**config.mk**
```make
export PLATFORM = sky130hd
export DESIGN_NAME = dmac_chan_sched_flat
export DESIGN_NICKNAME = d
export VERILOG_FILES = /design/src/rtl/dmac_chan_sched_if.sv /design/src/rtl/dmac_chan_sched.sv /design/src/flat_wrapper.sv
export SDC_FILE = /design/constraint.sdc
export NUM_CORES = 1
export LEC_CHECK = 0
export BUFFER_PORTS_ARGS = -buffer_cell sky130_fd_sc_hd__buf_2
export CORE_UTILIZATION = 25
export CTS_CLUSTER_SIZE = 30
export DETAILED_ROUTE_END_ITERATION = 10
export PLACE_DENSITY = 0.54
export SLEW_MARGIN = 20
export SYNTH_ARGS = -nofsm -noshare
export SYNTH_HDL_FRONTEND = slang
export SYNTH_SLANG_ARGS = --single-unit
```
**constraint.sdc**
```tcl
create_clock -name clk -period 1.92 [get_ports clk]
set_clock_uncertainty 0.2 [all_clocks]
set_input_delay 0 -clock clk [delete_from_list [all_inputs] [get_ports clk]]
set_output_delay 0 -clock clk [all_outputs]
set_load 0.05 [all_outputs]
```
**src/rtl/dmac_chan_sched_if.sv**
```systemverilog
// Signal bundle between the DMAC channel scheduler (master) and the
// peripherals, AHB arbiter and channel datapath around it (slave).
interface dmac_chan_sched_if #(
  parameter int NUM_REQ = 4,
  parameter int ID_W    = $clog2(NUM_REQ)
) ();
  // Bus_Req acts as valid and Bus_Grant && HReady as ready: Bus_Req is held
  // until both are sampled high on one clock edge, which consumes the grant.
  logic [NUM_REQ-1:0] DmacReq;
  logic               Bus_Grant;
  logic               HReady;
  logic               Beat_Done;
  logic               Trans_Done;
  logic               Bus_Req;
  logic               Grant_Vld;
  logic [ID_W-1:0]    Grant_Id;
  logic [NUM_REQ-1:0] ReqAck;
  logic               Ch_Start;
  logic               Ch_Resume;
  logic               Ch_Pause;
  logic [NUM_REQ-1:0] Pending;
  logic [2:0]         dbg_state;

  modport master (
    input  DmacReq, Bus_Grant, HReady, Beat_Done, Trans_Done,
    output Bus_Req, Grant_Vld, Grant_Id, ReqAck, Ch_Start, Ch_Resume,
           Ch_Pause, Pending, dbg_state
  );

  modport slave (
    output DmacReq, Bus_Grant, HReady, Beat_Done, Trans_Done,
    input  Bus_Req, Grant_Vld, Grant_Id, ReqAck, Ch_Start, Ch_Resume,
           Ch_Pause, Pending, dbg_state
  );
endinterface

```
**src/rtl/dmac_chan_sched.sv**
```systemverilog
// DMAC channel scheduler: arbitration, bus handshake and beat time-slicing.
// Define DMAC_SCHED_RR_EN for round-robin selection (default: highest index wins).
module dmac_chan_sched #(
  parameter int NUM_REQ     = 4,
  parameter int SLICE_BEATS = 16,
  parameter int ID_W        = $clog2(NUM_REQ)
) (
  input  logic                 clk,
  input  logic                 rst,
  dmac_chan_sched_if.master    bus
);

  typedef enum logic [2:0] {
    S_IDLE    = 3'd0,
    S_BUS_REQ = 3'd1,
    S_START   = 3'd2,
    S_ACTIVE  = 3'd3,
    S_RELEASE = 3'd4
  } state_t;

  localparam logic [7:0] SLICE = 8'(SLICE_BEATS);

  state_t             state_q, state_d;
  logic [ID_W-1:0]    win_q, win_d, sel_id;
  logic [NUM_REQ-1:0] pend_q, pend_d;
  logic [7:0]         cnt_q, cnt_d, cnt_inc;
  logic [NUM_REQ-1:0] elig, win_oh, others;

  logic               bus_req, grant_vld, ch_start, ch_resume, pause;
  logic [NUM_REQ-1:0] req_ack;

  assign elig    = bus.DmacReq | pend_q;
  assign win_oh  = {{(NUM_REQ-1){1'b0}}, 1'b1} << win_q;
  assign others  = elig & ~win_oh;
  assign cnt_inc = (cnt_q == SLICE) ? cnt_q : cnt_q + 8'd1;

`ifdef DMAC_SCHED_RR_EN
  logic [ID_W-1:0] ptr_q, ptr_d;

  // Search upward from ptr+1; the pointer itself is the last candidate.
  always_comb begin
    int idx;
    idx    = 0;
    sel_id = '0;
    for (int k = NUM_REQ; k >= 1; k--) begin
      idx = (int'(ptr_q) + k) % NUM_REQ;
      if (elig[ID_W'(idx)]) sel_id = ID_W'(idx);
    end
  end

  assign ptr_d = (state_q == S_START) ? win_q : ptr_q;

  always_ff @(posedge clk) begin
    if (rst) ptr_q <= '0;
    else     ptr_q <= ptr_d;
  end
`else
  always_comb begin
    sel_id = '0;
    for (int i = 0; i < NUM_REQ; i++) begin
      if (elig[i]) sel_id = ID_W'(i);
    end
  end
`endif

  always_comb begin
    state_d   = state_q;
    win_d     = win_q;
    pend_d    = pend_q;
    cnt_d     = cnt_q;
    bus_req   = 1'b0;
    grant_vld = 1'b0;
    req_ack   = '0;
    ch_start  = 1'b0;
    ch_resume = 1'b0;
    pause     = 1'b0;
    case (state_q)
      S_IDLE: begin
        if (|elig) begin
          win_d   = sel_id;
          state_d = S_BUS_REQ;
        end
      end
      S_BUS_REQ: begin
        bus_req = 1'b1;
        if (bus.Bus_Grant && bus.HReady) state_d = S_START;
      end
      S_START: begin
        bus_req   = 1'b1;
        grant_vld = 1'b1;
        req_ack   = win_oh;
        ch_start  = 1'b1;
        ch_resume = |(pend_q & win_oh);
        pend_d    = pend_q & ~win_oh;
        cnt_d     = '0;
        state_d   = S_ACTIVE;
      end
      S_ACTIVE: begin
        bus_req   = 1'b1;
        grant_vld = 1'b1;
        if (bus.Beat_Done) cnt_d = cnt_inc;
        // Completion beats arbiter preemption, which beats slice expiry.
        if (bus.Trans_Done) begin
          state_d = S_RELEASE;
        end else if (!bus.Bus_Grant) begin
          pause   = 1'b1;
          pend_d  = pend_q | win_oh;
          state_d = S_BUS_REQ;
        end else if (bus.Beat_Done && (cnt_inc == SLICE) && (|others)) begin
          pause   = 1'b1;
          pend_d  = pend_q | win_oh;
          state_d = S_RELEASE;
        end
      end
      S_RELEASE: begin
        state_d = S_IDLE;
      end
      default: begin
        state_d = S_IDLE;
      end
    endcase
  end

  always_ff @(posedge clk) begin
    if (rst) begin
      state_q <= S_IDLE;
      win_q   <= '0;
      pend_q  <= '0;
      cnt_q   <= '0;
    end else begin
      state_q <= state_d;
      win_q   <= win_d;
      pend_q  <= pend_d;
      cnt_q   <= cnt_d;
    end
  end

  // A reset aborts the transfer outright, so never signal a pause during it.
  assign bus.Ch_Pause  = pause & ~rst;
  assign bus.Bus_Req   = bus_req;
  assign bus.Grant_Vld = grant_vld;
  assign bus.Grant_Id  = win_q;
  assign bus.ReqAck    = req_ack;
  assign bus.Ch_Start  = ch_start;
  assign bus.Ch_Resume = ch_resume;
  assign bus.Pending   = pend_q;
  assign bus.dbg_state = state_q;

endmodule

```
**src/flat_wrapper.sv**
```systemverilog
// flat-port wrapper written by rule: the top's interface ports become plain ports
module dmac_chan_sched_flat 
#(
  parameter int NUM_REQ     = 4,
  parameter int SLICE_BEATS = 16,
  parameter int ID_W        = $clog2(NUM_REQ)
)
  (clk, rst, bus_DmacReq, bus_Bus_Grant, bus_HReady, bus_Beat_Done, bus_Trans_Done, bus_Bus_Req, bus_Grant_Vld, bus_Grant_Id, bus_ReqAck, bus_Ch_Start, bus_Ch_Resume, bus_Ch_Pause, bus_Pending, bus_dbg_state);
  dmac_chan_sched_if #(.NUM_REQ(NUM_REQ), .ID_W(ID_W)) bus_i ();
  input  logic clk;
  input  logic rst;
  input wire logic [$bits(bus_i.DmacReq)-1:0] bus_DmacReq;
  input wire logic [$bits(bus_i.Bus_Grant)-1:0] bus_Bus_Grant;
  input wire logic [$bits(bus_i.HReady)-1:0] bus_HReady;
  input wire logic [$bits(bus_i.Beat_Done)-1:0] bus_Beat_Done;
  input wire logic [$bits(bus_i.Trans_Done)-1:0] bus_Trans_Done;
  output wire logic [$bits(bus_i.Bus_Req)-1:0] bus_Bus_Req;
  output wire logic [$bits(bus_i.Grant_Vld)-1:0] bus_Grant_Vld;
  output wire logic [$bits(bus_i.Grant_Id)-1:0] bus_Grant_Id;
  output wire logic [$bits(bus_i.ReqAck)-1:0] bus_ReqAck;
  output wire logic [$bits(bus_i.Ch_Start)-1:0] bus_Ch_Start;
  output wire logic [$bits(bus_i.Ch_Resume)-1:0] bus_Ch_Resume;
  output wire logic [$bits(bus_i.Ch_Pause)-1:0] bus_Ch_Pause;
  output wire logic [$bits(bus_i.Pending)-1:0] bus_Pending;
  output wire logic [$bits(bus_i.dbg_state)-1:0] bus_dbg_state;
  assign bus_i.DmacReq = bus_DmacReq;
  assign bus_i.Bus_Grant = bus_Bus_Grant;
  assign bus_i.HReady = bus_HReady;
  assign bus_i.Beat_Done = bus_Beat_Done;
  assign bus_i.Trans_Done = bus_Trans_Done;
  assign bus_Bus_Req = bus_i.Bus_Req;
  assign bus_Grant_Vld = bus_i.Grant_Vld;
  assign bus_Grant_Id = bus_i.Grant_Id;
  assign bus_ReqAck = bus_i.ReqAck;
  assign bus_Ch_Start = bus_i.Ch_Start;
  assign bus_Ch_Resume = bus_i.Ch_Resume;
  assign bus_Ch_Pause = bus_i.Ch_Pause;
  assign bus_Pending = bus_i.Pending;
  assign bus_dbg_state = bus_i.dbg_state;
  dmac_chan_sched #(.NUM_REQ(NUM_REQ), .SLICE_BEATS(SLICE_BEATS), .ID_W(ID_W)) u_core (.clk(clk), .rst(rst), .bus(bus_i));
endmodule
```
==> results of run 1 <==
## cells in the final DEF, fill, tap and decap left out, types with 3 or more instances in the layout
cell,instances
nor3_1,6
nor2b_1,3
o21ai_0,9
dlygate4sd3_1,7
nand2_1,16
a21oi_1,9
dfxtp_1,9
inv_1,8
dfxtp_4,6
a22oi_1,4
nand3_1,5
buf_4,23
clkbuf_8,3
nor2_1,28
buf_2,26
a31o_1,3
## power by group through the flow
stage | clock network, W | logic [W] | registers, W
after floorplan | 0 | 0.000101 | 0.000401
after global placement | 0 | 0.000163 | 0.000386
after detailed placement | 0 | 0.000161 | 0.000387
after CTS | 0.000282 | 0.000173 | 0.000376
after global routing | 0.000298 | 0.000190 | 0.000379
final | 0.000273 | 0.000174 | 0.000376
## area by class of cell
| type | count | area (sq um) | area share, % |
|---|---|---|---|
| well taps | 67 | 83.8 | 4.70 |
| repair buffers | 58 | 399 | 22.4 |
| inverters | 8 | 30.0 | 1.68 |
| clock buffers | 4 | 45.0 | 2.52 |
| multi-input cells | 128 | 861 | 48.2 |
| flip-flops and latches | 17 | 365 | 20.5 |
## critical path, stage by stage (launching register included)
cell and delay [ps]:
dfxtp_4 370, buf_4 140, and3_4 170, a311o_1 360, o21ai_2 80, and4_4 240, o21a_4 130, buf_8 130
## how the worst min path moves through the flow
stage / end / slack [ps] / cells after the start
4_1_cts: u_core.bus.Grant_Id[0] / 30 / 3
3_3_place_gp: u_core.bus.dbg_state[2] / 50 / 3
5_1_grt: u_core.bus.Grant_Id[0] / 80 / 3
2_1_floorplan: u_core.bus.dbg_state[2] / -90 / 2
6_report: u_core.bus.Grant_Id[0] / 40 / 3
3_5_place_dp: u_core.bus.dbg_state[2] / 40 / 3
## layer usage
metal  routed length, microns  global-route usage [%]
met1                     1670                    19.9
met2                     1750                    25.7
met3                      136                    1.81
met4                       38                    4.36
met5                        0                       0
## timing repair
action,in CTS,in global routing
endpoints found under the hold margin,12,0
buffers inserted,1,0
pin swaps,4,3
hold buffers,7,0
resized for setup,11,6
setup endpoints to repair,5,8
cloned,0,0
## cells by family after synthesis
| kind of cell | after synthesis | synth area share, % |
|---|---|---|
| XOR/XNOR | 3 | 2.15 |
| multiplexers | 1 | 1.84 |
| adder cells (fa/ha/maj) | 2 | 2.04 |
| buffers and inverters | 17 | 7.05 |
| AND/OR/NAND/NOR | 78 | 35.5 |
| flip-flops | 17 | 27.8 |
| AO/OA/AOI/OAI | 44 | 23.6 |
## stage by stage
step / hold slack (ps) / total power [W] / TNS [ps]
after CTS: 25.8 / 0.000831 / -617
after detailed placement: 38.7 / 0.000548 / -183
final: 39.7 / 0.000823 / -430
after floorplan: -92.4 / 0.000501 / -607
after global placement: 49.6 / 0.000549 / -151
after global routing: 84.2 / 0.000867 / -862
==> flow_summary.json, run 1 <==
{
  "num_antenna_cells": 0,
  "cts_num_sinks": 17,
  "routed_via_density": 4.82,
  "p_leak_nw": 0.760,
  "hpwlAfterDp_mm": 2.59,
  "yosysWarnings": 0,
  "row_count": 25,
  "port_buffers": 27,
  "grt_pass1_wl_mm": 6.13,
  "ys_types": 48,
  "pre_cts_slack_ps": -58.8,
  "cts_tree": "done",
  "netlist.top_cell.by_area": "dfxtp_1",
  "routedWlPerCell_microns": 12.7,
  "postSynthCellCount": 162,
  "start_util_pct": 25.9,
  "h-tree-depth": 1,
  "setup_ws_ps": -148,
  "die_width_microns": 72.0,
  "cp.required_ps": 1720,
  "crit_type": "register to output pin",
  "drive_gt1_share_pct": 37.2,
  "fin_crit_sh_pct": 108,
  "dpl.cell_count": 270,
  "clockPowerShare_pct": 33.1,
  "status": "finished, violations left",
  "cp-startpoint": "u_core.cnt_q[1]",
  "avgSynthCellArea_sq_um": 7.56,
  "slew_headroom_pct": 70.6,
  "netlist.area_leader.share_pct": 27.8,
  "synth_ff_type": "dfxtp_1",
  "hold_path_class": "input pin to register",
  "worstSetupEndpointType": "output pin",
  "synth-edff-count": 0,
  "grt-ovfl-total": 0,
  "wl_mm": 3.59,
  "ir_drop_mv": 0.190,
  "hp-start": "bus_DmacReq[1]",
  "postSynth.asyncResetShare_pct": 0,
  "worstSkewPairLatency_ps": 250,
  "root_buffer": "clkbuf_8",
  "finalMaxSlewViolations": 0,
  "tightest_slew_ps": 440,
  "r2r_start": "u_core.cnt_q[2]",
  "drv_cap": 0,
  "startpoint_type": "register",
  "area_delta_synth_final_pct": 45.7,
  "grt_pass1_vias": 1327,
  "vias": 1358,
  "pwr-share-seq_pct": 45.8,
  "cp.arrival_ps": 1870,
  "cellPowerDensity_nw_per_um2": 461,
  "fin_util_pct": 37.8,
  "drc_errors": 0,
  "finalCriticalPeriod_ps": 2070,
  "core_sq_um": 4720,
  "routabilityCongestion": 0.809,
  "synth.top_cells.by_area": "dfxtp_1 28%, nor2_1 8.9%, nand2_1 4.9%",
  "cp_max_fo": 4,
  "die_h_microns": 72.0,
  "nets": 228,
  "setup_viol": 5,
  "yosysSeqAreaShare_pct": 27.8,
  "power_frac_comb_pct": 21.1,
  "clkTransAtPathRegs_ps": 70,
  "netlist_area_sq_um": 1220,
  "ioPinCount": 28,
  "cp-endpoint": "bus_Ch_Pause",
  "cts-buffers-inserted": 3,
  "worstRegToRegCells": 7,
  "yosysMostFrequentCell": "nor2_1",
  "dieArea_sq_um": 5180,
  "synthTopCellsByCount": "29 x nor2_1, 17 x dfxtp_1, 16 x nand2_1",
  "initialDrtViolationCount": 75,
  "grt_start_max_net_pins": 19,
  "track_usage_pct": 15.0,
  "swShare_pct": 31.0,
  "antenna_found_initial": 0,
  "p_switching_w": 0.000255,
  "num-fill-cells": 497,
  "cts_buffer_depth": 2,
  "violations": "negative setup slack",
  "antenna_left": 0,
  "synth-seq-cells": 17,
  "postPlaceCellArea_sq_um": 1600,
  "dr.pass1.iters": 6,
  "rrSetupSlack_ps": -90,
  "fmax_ghz": 0.483,
  "p_int_w": 0.000568,
  "synth_fp_nets": 174,
  "hold_violations": 0,
  "finalNonFillerCells": 282,
  "rsz0062_at_grt": "true",
  "final_area_sq_um": 1780
}
Power figures use the tool's default switching activity.
==> run 2, diff against run 1 <==
--- a/config.mk
+++ b/config.mk
@@ -6,10 +6,12 @@
 export NUM_CORES = 1
 export LEC_CHECK = 0
 export BUFFER_PORTS_ARGS = -buffer_cell sky130_fd_sc_hd__buf_2
+export CORE_MARGIN = 1.5
 export CORE_UTILIZATION = 25
 export CTS_CLUSTER_SIZE = 30
 export DETAILED_ROUTE_END_ITERATION = 10
 export PLACE_DENSITY = 0.54
+export REMOVE_ABC_BUFFERS = 1
 export SLEW_MARGIN = 20
 export SYNTH_ARGS = -nofsm -noshare
 export SYNTH_HDL_FRONTEND = slang
==> run 2 against run 1 <==
Net effect:
- the run still ends with negative setup slack left
- largest cell class unchanged
- cell count up 4.6%
- first-iteration DRC count up 63%
- die area up 2.8%
- critical endpoint unchanged
==> flow_summary.json, run 2 (synthesis results as in run 1) <==
{
  "routabilityCongestion": 0.874,
  "rsz0062_at_grt": "true",
  "ir_drop_mv": 0.273,
  "drive_gt1_share_pct": 41.2,
  "finalCriticalPeriod_ps": 2080,
  "fin_crit_sh_pct": 108,
  "hold_violations": 0,
  "start_util_pct": 25.9,
  "regArea_sq_um": 350,
  "finalNonFillerCells": 295,
  "cts_tree": "done",
  "cp.required_ps": 1720,
  "cts_buffer_depth": 2,
  "dr.pass1.iters": 4,
  "port_buffers": 27,
  "swShare_pct": 31.9,
  "routed_via_density": 4.84,
  "p_switching_w": 0.000272,
  "die_h_microns": 73.0,
  "grt_pass1_vias": 1355,
  "tightest_slew_ps": 313,
  "cp_max_fo": 3,
  "fin_util_pct": 40.4,
  "setup_viol": 7,
  "hold_ws_ps": 110,
  "num-fill-cells": 503,
  "fmax_ghz": 0.481,
  "h-tree-depth": 1,
  "grt_pass1_wl_mm": 6.28,
  "ioPinCount": 28,
  "clockPowerShare_pct": 33.2,
  "power_frac_comb_pct": 22.9,
  "core_sq_um": 4720,
  "nets": 241,
  "dieArea_sq_um": 5330,
  "grt_start_max_net_pins": 12,
  "setup_tns_ps": -305,
  "drv_cap": 0,
  "cpPeakStageDelay_ps": 370,
  "drc_errors": 0,
  "status": "finished, violations left",
  "hpwlAfterDp_mm": 2.74,
  "dpl.cell_count": 276,
  "num_antenna_cells": 0,
  "hold_path_class": "input pin to register",
  "vias": 1428,
  "multi_input_area_sq_um": 895,
  "grt-ovfl-total": 0,
  "setup_ws_ps": -158,
  "initialDrtViolationCount": 122,
  "crit_type": "register to output pin",
  "crit_chain": "ha_4 > nand3_4 > xor2_1 > nor4b_2 > and4_4 > o21a_1 > buf_6",
  "track_usage_pct": 14.9,
  "antenna_found_initial": 0,
  "cts-buffers-inserted": 3,
  "worstSetupEndpointType": "output pin",
  "slew_headroom_pct": 78.9,
  "layout.cells.most_common": "buf_4",
  "p_int_w": 0.000580,
  "startpoint_type": "register",
  "cts_num_sinks": 17,
  "rrSetupSlack_ps": -50,
  "clkTransAtPathRegs_ps": 80,
  "area_delta_synth_final_pct": 55.8,
  "cellPowerDensity_nw_per_um2": 446,
  "pwr-share-seq_pct": 43.9,
  "final_cell_mix": "33 x buf_4, 28 x nor2_1, 26 x buf_2",
  "row_count": 25,
  "finalMaxSlewViolations": 0,
  "root_buffer": "clkbuf_8",
  "die_width_microns": 73.0,
  "critical-path-slowest-cell": "dfxtp_2",
  "routedWlPerCell_microns": 13.2,
  "worstSkewPairLatency_ps": 260,
  "p_leak_nw": 0.833,
  "wl_mm": 3.89,
  "violations": "negative setup slack",
  "cp.arrival_ps": 1880,
  "antenna_left": 0
}
## run 2: cell types whose count changed in the layout (fill, tap and decap cells not counted), moves of 2 or more
cell | before | now
buf_4 | 23 | 33
buf_6 | 1 | 4
dfxtp_1 | 9 | 11
dfxtp_2 | 2 | 5
dfxtp_4 | 6 | 1
## run 2: metrics by stage
stage,total power (W),cell area (sq um),worst slack (ps)
2_1_floorplan,0.000486,1170,-692
4_1_cts,0.000855,1790,-218
5_1_grt,0.000896,1910,-252
6_report,0.000852,1910,-158
3_3_place_gp,0.000559,1610,-10.5
3_5_place_dp,0.000559,1610,-23.4
## run 2: path summary, 6_finish.rpt
kind | startpoint | endpoint | depth (start not counted)
max reg2reg | u_core.cnt_q[3] | register | 7
max | u_core.cnt_q[0] | bus_Ch_Pause | 7
min | bus_DmacReq[3] | u_core.bus.Grant_Id[1] | 5
min reg2reg | u_core.bus.Grant_Id[0] | u_core.bus.Grant_Id[0] | 2
## run 2: layout make-up
class | count | area share [%]
Timing Repair Buffer | 71 | 26.4
Clock buffer | 3 | 2.16
Multi-Input combinational cell | 128 | 46.9
Sequential cell | 17 | 18.4
Inverter | 8 | 1.57
Clock inverter | 1 | 0.262
Tap cell | 67 | 4.39
## run 2: power groups by stage
stage / clock network (W) / logic [W] / registers (W)
2_1_floorplan: 0 / 0.0000752 / 0.000411
3_3_place_gp: 0 / 0.000177 / 0.000382
3_5_place_dp: 0 / 0.000177 / 0.000382
4_1_cts: 0.000292 / 0.000189 / 0.000373
5_1_grt: 0.000310 / 0.000210 / 0.000376
6_report: 0.000283 / 0.000195 / 0.000374
## run 2: repair_timing
item / 4_1_cts / 5_1_grt
gates resized for setup: 8 / 21
cloned: 0 / 0
endpoints found under the setup margin: 1 / 11
setup buffers: 4 / 3
pin swaps: 5 / 15
hold buffers: 8 / 0
endpoints found under the hold margin: 7 / 0
## run 2: routing by layer
metal	share of wire, %	GRT usage (%)	wire [microns]
met5	0	0	0
met3	5.1	3.87	198
met4	1.2	2.52	45
met2	48	24.4	1850
met1	46	19.8	1800
## run 2: worst max-delay path, delay by kind of cell, from the launching register on
family          cells  cell delay (ps)
compound gates      1              130
xor+xnor            1              160
fa+ha+maj           1              160
buf+inv             1              160
flops               1              370
simple gates        3              650
==> run 3, diff against run 2 <==
--- a/config.mk
+++ b/config.mk
@@ -6,7 +6,6 @@
 export NUM_CORES = 1
 export LEC_CHECK = 0
 export BUFFER_PORTS_ARGS = -buffer_cell sky130_fd_sc_hd__buf_2
-export CORE_MARGIN = 1.5
 export CORE_UTILIZATION = 25
 export CTS_CLUSTER_SIZE = 30
 export DETAILED_ROUTE_END_ITERATION = 10
==> run 3 against run 2 <==
Net effect:
- highest routed layer unchanged
- total power barely moved
- wire length rose by 2.4%
- sequential power barely moved
- non-clock buffer count fell by 5
- the run still ends with negative setup slack left
==> flow_summary.json, run 3 (synthesis results as in run 1) <==
{
  "status": "finished, violations left",
  "violations": "negative setup slack",
  "root_buffer": "clkbuf_8",
  "critical-path-slowest-cell": "a311o_1",
  "p_switching_w": 0.000271,
  "dr.pass1.iters": 4,
  "initialDrtViolationCount": 81,
  "cp.arrival_ps": 1940,
  "ir_drop_mv": 0.296,
  "p_leak_nw": 0.806,
  "grt_pass1_vias": 1325,
  "clockPowerShare_pct": 33.5,
  "cts-buffers-inserted": 3,
  "tightest_slew_ps": 386,
  "crit_chain": "buf_6 > and3_4 > a311o_1 > o21ai_2 > and4_4 > o21a_1 > buf_6",
  "drive_gt1_share_pct": 39.5,
  "cellPowerDensity_nw_per_um2": 452,
  "grt-ovfl-total": 0,
  "hpwlAfterDp_mm": 2.68,
  "hold_path_class": "input pin to register",
  "routabilityCongestion": 0.919,
  "cp_max_fo": 4,
  "hold_ws_ps": 108,
  "dieArea_sq_um": 5180,
  "swShare_pct": 31.8,
  "cp-startpoint": "u_core.cnt_q[1]",
  "crit_top_cell": "buf_6",
  "num-fill-cells": 493,
  "wl_mm": 3.99,
  "core_sq_um": 4720,
  "slew_headroom_pct": 74.3,
  "start_util_pct": 25.9,
  "setup_tns_ps": -694,
  "pwr-share-seq_pct": 43.7,
  "fin_crit_sh_pct": 111,
  "row_count": 25,
  "power_w": 0.000852,
  "dpl.cell_count": 274,
  "grt_start_max_net_pins": 19,
  "antenna_found_initial": 0,
  "clkTransAtPathRegs_ps": 70,
  "cpPeakStageDelay_ps": 370,
  "routed_via_density": 4.86,
  "routedWlPerCell_microns": 13.7,
  "p_int_w": 0.000581,
  "power_frac_comb_pct": 22.8,
  "r2r_start": "u_core.cnt_q[2]",
  "rsz0062_at_grt": "true",
  "cp_top_family": "compound AO/OA/AOI/OAI gates",
  "grt_pass1_wl_mm": 6.18,
  "h-tree-depth": 1,
  "startpoint_type": "register",
  "ioPinCount": 28,
  "final_cell_mix": "30 x buf_4, 27 x nor2_1, 26 x buf_2",
  "finalNonFillerCells": 290,
  "crit_type": "register to output pin",
  "cts_num_sinks": 17,
  "die_h_microns": 72.0,
  "antenna_left": 0,
  "track_usage_pct": 14.8,
  "area_delta_synth_final_pct": 53.8,
  "port_buffers": 27,
  "cts_tree": "done",
  "setup_viol": 7,
  "finalMaxSlewViolations": 0,
  "crit_buf_inv": 2,
  "grt_busiest_layer": "met2",
  "finalCriticalPeriod_ps": 2140,
  "worstSkewPairLatency_ps": 250,
  "nets": 236,
  "drc_errors": 0,
  "layout.cells.most_common": "buf_4",
  "worstSetupEndpointType": "output pin",
  "hp-start": "bus_Beat_Done",
  "hold_violations": 0,
  "num_antenna_cells": 0,
  "use_met3_pct": 3.47,
  "die_width_microns": 72.0,
  "grt_util_met2_pct": 25.8,
  "setup_ws_ps": -217,
  "met1_usage_pct": 19.2,
  "cp.required_ps": 1720,
  "fmax_ghz": 0.468,
  "fin_util_pct": 39.9,
  "cts_buffer_depth": 2,
  "vias": 1410,
  "drv_cap": 0
}
==> run 3: final timing paths <==
kind	end	slack [ps]	cells after the start
min	u_core.bus.dbg_state[2]	110	5
min reg2reg	u_core.bus.Grant_Id[0]	350	2
max reg2reg	register	-110	7
max	bus_Ch_Pause	-220	7
==> run 3: worst min-delay path: cells and delay by family <==
family	cells	cell delay, ps
compound gates	1	80
simple gates	2	190
buf+inv	2	240
==> run 3: layout make-up <==
class / count / area, sq um / area share (%)
sequential: 17 / 357 / 18.9
multi-input combinational: 128 / 910 / 48.3
clock buffer: 4 / 45.0 / 2.39
timing repair buffer: 66 / 459 / 24.4
tap: 67 / 83.8 / 4.45
inverter: 8 / 30.0 / 1.59
==> run 3: power by group through the flow <==
stage / Combinational, W / Clock, W / Sequential, W
final: 0.000194 / 0.000285 / 0.000372
after global routing: 0.000211 / 0.000309 / 0.000374
after CTS: 0.000186 / 0.000293 / 0.000373
after detailed placement: 0.000175 / 0 / 0.000382
after global placement: 0.000175 / 0 / 0.000382
after floorplan: 0.0000752 / 0 / 0.000411
==> run 3: metrics by stage <==
stage / area [sq um] / setup slack, ps
finish: 1880 / -217
global route: 1880 / -275
CTS: 1740 / -223
detailed placement: 1590 / -86.1
global placement: 1590 / -24.9
floorplan: 1170 / -692
==> run 3: what timing repair did <==
item,4_1_cts,5_1_grt
hold buffers,7,0
hold endpoints to repair,11,0
pin swaps,2,10
gates resized for setup,8,24
cloned,0,0
setup buffers,1,4
endpoints found under the setup margin,2,8
==> run 3: routing by layer <==
layer  up-vias  share of wire (%)
met2        51                 50
met5         -                  0
met1       652                 43
li1        701                  -
met4         0                1.1
met3         6                5.3
